--- config.mk ---
export PLATFORM = sky130hd
export DESIGN_NAME = time_mode_ctrl
export DESIGN_NICKNAME = d
export VERILOG_FILES = /design/src/rtl/time_mode_ctrl.sv
export SDC_FILE = /design/constraint.sdc
export NUM_CORES = 1
export LEC_CHECK = 0
export BUFFER_PORTS_ARGS = -buffer_cell sky130_fd_sc_hd__buf_4
export CORE_MARGIN = 2
export CORE_UTILIZATION = 50
export CTS_CLUSTER_SIZE = 30
export DETAILED_ROUTE_END_ITERATION = 8
export PLACE_DENSITY_LB_ADDON = 0.08
export SLEW_MARGIN = 15
export SYNTH_ARGS = -nofsm -noshare
export SYNTH_HDL_FRONTEND = slang
export SYNTH_SLANG_ARGS = --single-unit
--- constraint.sdc ---
create_clock -name clk -period 1.9 [get_ports clk]
set_input_delay 0.38 -clock clk [delete_from_list [all_inputs] [get_ports clk]]
set_output_delay 0.38 -clock clk [all_outputs]
set_load 0.01 [all_outputs]
--- src/rtl/time_mode_ctrl.sv ---
// Mode controller for a digital clock: CLOCK / STOPWATCH / SET_* navigation,
// stopwatch run/clear control, field editing pulses, blink and idle auto-exit.
module time_mode_ctrl #(
    parameter int unsigned AUTO_EXIT_SEC = 30
) (
    input  logic       clk,
    input  logic       rst,
    input  logic       tick_1hz,
    input  logic       btn_mode,
    input  logic       btn_sel,
    input  logic       btn_inc,
    output logic [1:0] mode,
    output logic       sw_run,
    output logic       sw_clear,
    output logic [1:0] set_field,
    output logic       inc_pulse,
    output logic       blink
);

    localparam int unsigned IDLE_W = 8;
    localparam logic [IDLE_W-1:0] EXIT_CNT = IDLE_W'(AUTO_EXIT_SEC - 1);

    typedef enum logic [2:0] {
        ST_CLOCK,
        ST_STOPWATCH,
        ST_SET_HRS,
        ST_SET_MIN,
        ST_SET_SEC
    } state_t;

    state_t            r_state;
    state_t            w_state_nxt;
    logic [IDLE_W-1:0] r_idle;
    logic [IDLE_W-1:0] w_idle_nxt;
    logic [1:0]        r_mode;
    logic [1:0]        w_mode_nxt;
    logic [1:0]        r_set_field;
    logic [1:0]        w_set_field_nxt;
    logic              r_sw_run;
    logic              w_sw_run_nxt;
    logic              r_sw_clear;
    logic              w_sw_clear_nxt;
    logic              r_inc_pulse;
    logic              w_inc_pulse_nxt;
    logic              r_blink;
    logic              w_blink_nxt;

    // State and registered outputs
    always_ff @(posedge clk) begin
        if (rst) begin
            r_state     <= ST_CLOCK;
            r_idle      <= '0;
            r_mode      <= 2'd0;
            r_set_field <= 2'd0;
            r_sw_run    <= 1'b0;
            r_sw_clear  <= 1'b0;
            r_inc_pulse <= 1'b0;
            r_blink     <= 1'b1;
        end else begin
            r_state     <= w_state_nxt;
            r_idle      <= w_idle_nxt;
            r_mode      <= w_mode_nxt;
            r_set_field <= w_set_field_nxt;
            r_sw_run    <= w_sw_run_nxt;
            r_sw_clear  <= w_sw_clear_nxt;
            r_inc_pulse <= w_inc_pulse_nxt;
            r_blink     <= w_blink_nxt;
        end
    end

    // Next state and next output values; buttons are evaluated in priority order
    always_comb begin
        w_state_nxt     = r_state;
        w_idle_nxt      = '0;
        w_sw_run_nxt    = r_sw_run;
        w_sw_clear_nxt  = 1'b0;
        w_inc_pulse_nxt = 1'b0;
        w_blink_nxt     = 1'b1;
        w_mode_nxt      = 2'd0;
        w_set_field_nxt = 2'd0;

        case (r_state)
            ST_CLOCK: begin
                if (btn_mode) w_state_nxt = ST_STOPWATCH;
            end
            ST_STOPWATCH: begin
                if (btn_mode)                  w_state_nxt    = ST_SET_HRS;
                else if (btn_sel)              w_sw_run_nxt   = ~r_sw_run;
                else if (btn_inc && !r_sw_run) w_sw_clear_nxt = 1'b1;
            end
            ST_SET_HRS, ST_SET_MIN, ST_SET_SEC: begin
                if (btn_mode) begin
                    w_state_nxt = ST_CLOCK;
                end else if (btn_sel) begin
                    case (r_state)
                        ST_SET_HRS: w_state_nxt = ST_SET_MIN;
                        ST_SET_MIN: w_state_nxt = ST_SET_SEC;
                        default:    w_state_nxt = ST_SET_HRS;
                    endcase
                end else if (btn_inc) begin
                    w_inc_pulse_nxt = 1'b1;
                end else if (tick_1hz) begin
                    if (r_idle == EXIT_CNT) begin
                        w_state_nxt = ST_CLOCK;
                    end else begin
                        w_idle_nxt  = r_idle + IDLE_W'(1);
                        w_blink_nxt = ~r_blink;
                    end
                end else begin
                    w_idle_nxt  = r_idle;
                    w_blink_nxt = r_blink;
                end
            end
            default: w_state_nxt = ST_CLOCK;
        endcase

        // mode / set_field follow the state being entered
        case (w_state_nxt)
            ST_STOPWATCH: w_mode_nxt = 2'd1;
            ST_SET_HRS: begin
                w_mode_nxt      = 2'd2;
                w_set_field_nxt = 2'd2;
            end
            ST_SET_MIN: begin
                w_mode_nxt      = 2'd2;
                w_set_field_nxt = 2'd1;
            end
            ST_SET_SEC: w_mode_nxt = 2'd2;
            default:    w_mode_nxt = 2'd0;
        endcase
    end

    assign mode      = r_mode;
    assign sw_run    = r_sw_run;
    assign sw_clear  = r_sw_clear;
    assign set_field = r_set_field;
    assign inc_pulse = r_inc_pulse;
    assign blink     = r_blink;

endmodule

==> results.json <==
{
  "ctsResizeCount": 0,
  "max_freq_ghz": 0.632,
  "fp.coreArea_um2": 1920,
  "syn_area_um2": 1010,
  "design_area_um2": 1130,
  "via_count": 808,
  "cp.required_ns": 2.12,
  "dp_cells": 144,
  "area_delta_synth_final_pct": 12.5,
  "yosys-top-cells-count": "dfxtp_1 (19), nor2_1 (17), xor2_1 (7)",
  "final_util_pct": 59.0,
  "status": "completed",
  "dp_hpwl_um": 1320,
  "diodes": 0,
  "grt_usage_pct": 17.4,
  "first_global_vias": 746,
  "htree_num_levels": 1,
  "cts_tree": "yes",
  "ios": 14,
  "die_w_um": 48.9,
  "cts_buffer_depth": 2,
  "cts.sinks": 19,
  "layout-drive-gt1-share_pct": 20.7,
  "power_density_nw_per_um2": 635,
  "via_per_inst": 5.46,
  "grt_pass1_wl_um": 3190,
  "postPlaceCellArea_um2": 1110,
  "cts_hold_buf": 0,
  "die_area_um2": 2390,
  "fp.dieH_um": 48.9,
  "ys_async_sr_fraction_pct": 0,
  "final.setup_skew_ns": 0.00626,
  "fin_setup_tns_ns": 0,
  "yosysSeqAreaShare_pct": 37.8,
  "fin_crit_ns": 1.58,
  "seq_area_um2": 380,
  "finalSetupViolations": 0,
  "drt-total-wl_um": 1860,
  "clock_latency_ns": 0.30,
  "drt-initial-drc-count": 22,
  "cap_violations": 0,
  "period_share_pct": 83.2,
  "synthCells": 109,
  "postCtsSetupBuffers": 0,
  "initial_utilization_pct": 52.4,
  "path_class": "reg -> reg",
  "synth_top_cell_area_share_pct": 37.8,
  "crit_arrival_ns": 1.80,
  "cts.root.buffer_cell": "clkbuf_4",
  "place.gp.congestion": 0.841,
  "port_buffers": 13,
  "end_kind": "flop",
  "antenna_found_initial": 0,
  "synth_fp_nets": 117,
  "rows": 16,
  "syn_area_per_cell_um2": 9.24,
  "firstDrtPassIters": 4,
  "whs_ns": 0.308,
  "synth-seq-cells": 19,
  "ys_warn_count": 0,
  "fill_cells": 187,
  "drc": 0,
  "wl_per_cell_um": 12.6,
  "ant_nets": 0,
  "cts_buffers": 3,
  "synth_most_common_cell": "dfxtp_1",
  "grt_max_degree": 14,
  "gr-total-overflow": 0,
  "worst_pin_slew_ns": 0.368,
  "ys.flop_type": "dfxtp_1",
  "slew_violations": 0,
  "nNetsFinal": 130,
  "hp-class": "in -> reg",
  "leakage_nw": 0.437,
  "rsz0062_at_grt": "false",
  "irDropWorstVdd_uv": 313,
  "cts.clk_slew.worst_paths_ns": 0.11,
  "ys_top_cells_by_area": "dfxtp_1 (38%), nor2_1 (6.3%), xor2_1 (6.1%), nand3_1 (3.0%), ha_1 (2.5%)",
  "multiInputGateArea_um2": 581,
  "cp_max_fo": 6,
  "finalNonFillerCells": 148,
  "worstSetupStartpointType": "flop",
  "timing.final.hold_violations": 0,
  "synth_largest_area_cell": "dfxtp_1",
  "slew_headroom_pct": 75.4,
  "synth.distinct_cells": 44,
  "synth-edff-count": 0
}
## cell families after synthesis
kind of cell,Yosys count,share of synthesized area [%]
simple gates,55,34.9
flops,19,37.8
compound gates,15,11.4
xor+xnor,9,7.83
buf+inv,8,4.60
fa+ha+maj,2,2.48
mux,1,0.994
## critical path, cell delays in order (launching register included)
cell and delay (ns):
dfxtp_1 0.45, ha_1 0.17, nor4b_2 0.22, nand3b_1 0.19
and3_1 0.22, nor4_1 0.25
## flip-flops by register name, indices dropped and copies added, names as in the netlist
signal	count
r_idle	8
sw_run	1
set_field	2
sw_clear	1
inc_pulse	1
r_state	3
blink	1
mode	2
## where the power goes
part	leakage [nW]	internal, mW	total [mW]	switching, mW
logic	0.268	0.0435	0.0888	0.0453
clock network	0.0150	0.0819	0.209	0.127
registers	0.154	0.409	0.422	0.0133
## routing by layer
metal	routed length (um)	GRT usage (%)
met1	940	24.4
met2	769	23.5
met4	34	11.4
met3	118	3.99
met5	0	0
## placed cells by master (no fill, tap or decap), types with 2 or more instances in the layout
master     n
dfxtp_1   19
nor2_1    17
buf_4     14
xor2_1     7
nand3_1    6
nand2_1    5
nand3b_1   3
and3_1     3
clkbuf_4   3
inv_1      2
nor2b_1    2
nand2b_1   2
o21ai_0    2
and4_1     2
xnor2_1    2
nand4_1    2
a21oi_1    2
ha_1       2
## final timing paths
path | from | end | slack, ns | cells past startpoint
worst max register to register | r_idle[0]$_SDFFE_PP0P_ | mode[0]$_SDFF_PP0_ | 0.32 | 5
worst min-delay path | rst | sw_run$_SDFFE_PP0P_ | 0.31 | 2
worst max-delay path | r_idle[0]$_SDFFE_PP0P_ | mode[0]$_SDFF_PP0_ | 0.32 | 5
worst min register to register | blink$_SDFFE_PP1P_ | blink$_SDFFE_PP1P_ | 0.51 | 2
## layout make-up
cell class | instances | share of cell area [%]
Multi-Input combinational cell | 82 | 51.2
Sequential cell | 19 | 33.6
Timing Repair Buffer | 14 | 9.27
Tap cell | 27 | 2.98
Clock buffer | 4 | 2.32
Inverter | 2 | 0.662
## through the flow
stage          power [mW]  setup WS (ns)
2_1_floorplan       0.491          0.501
4_1_cts             0.728          0.332
3_5_place_dp        0.519          0.359
3_3_place_gp        0.519          0.393
5_1_grt             0.754          0.157
6_report            0.720          0.319
Power figures use the tool's default switching activity.
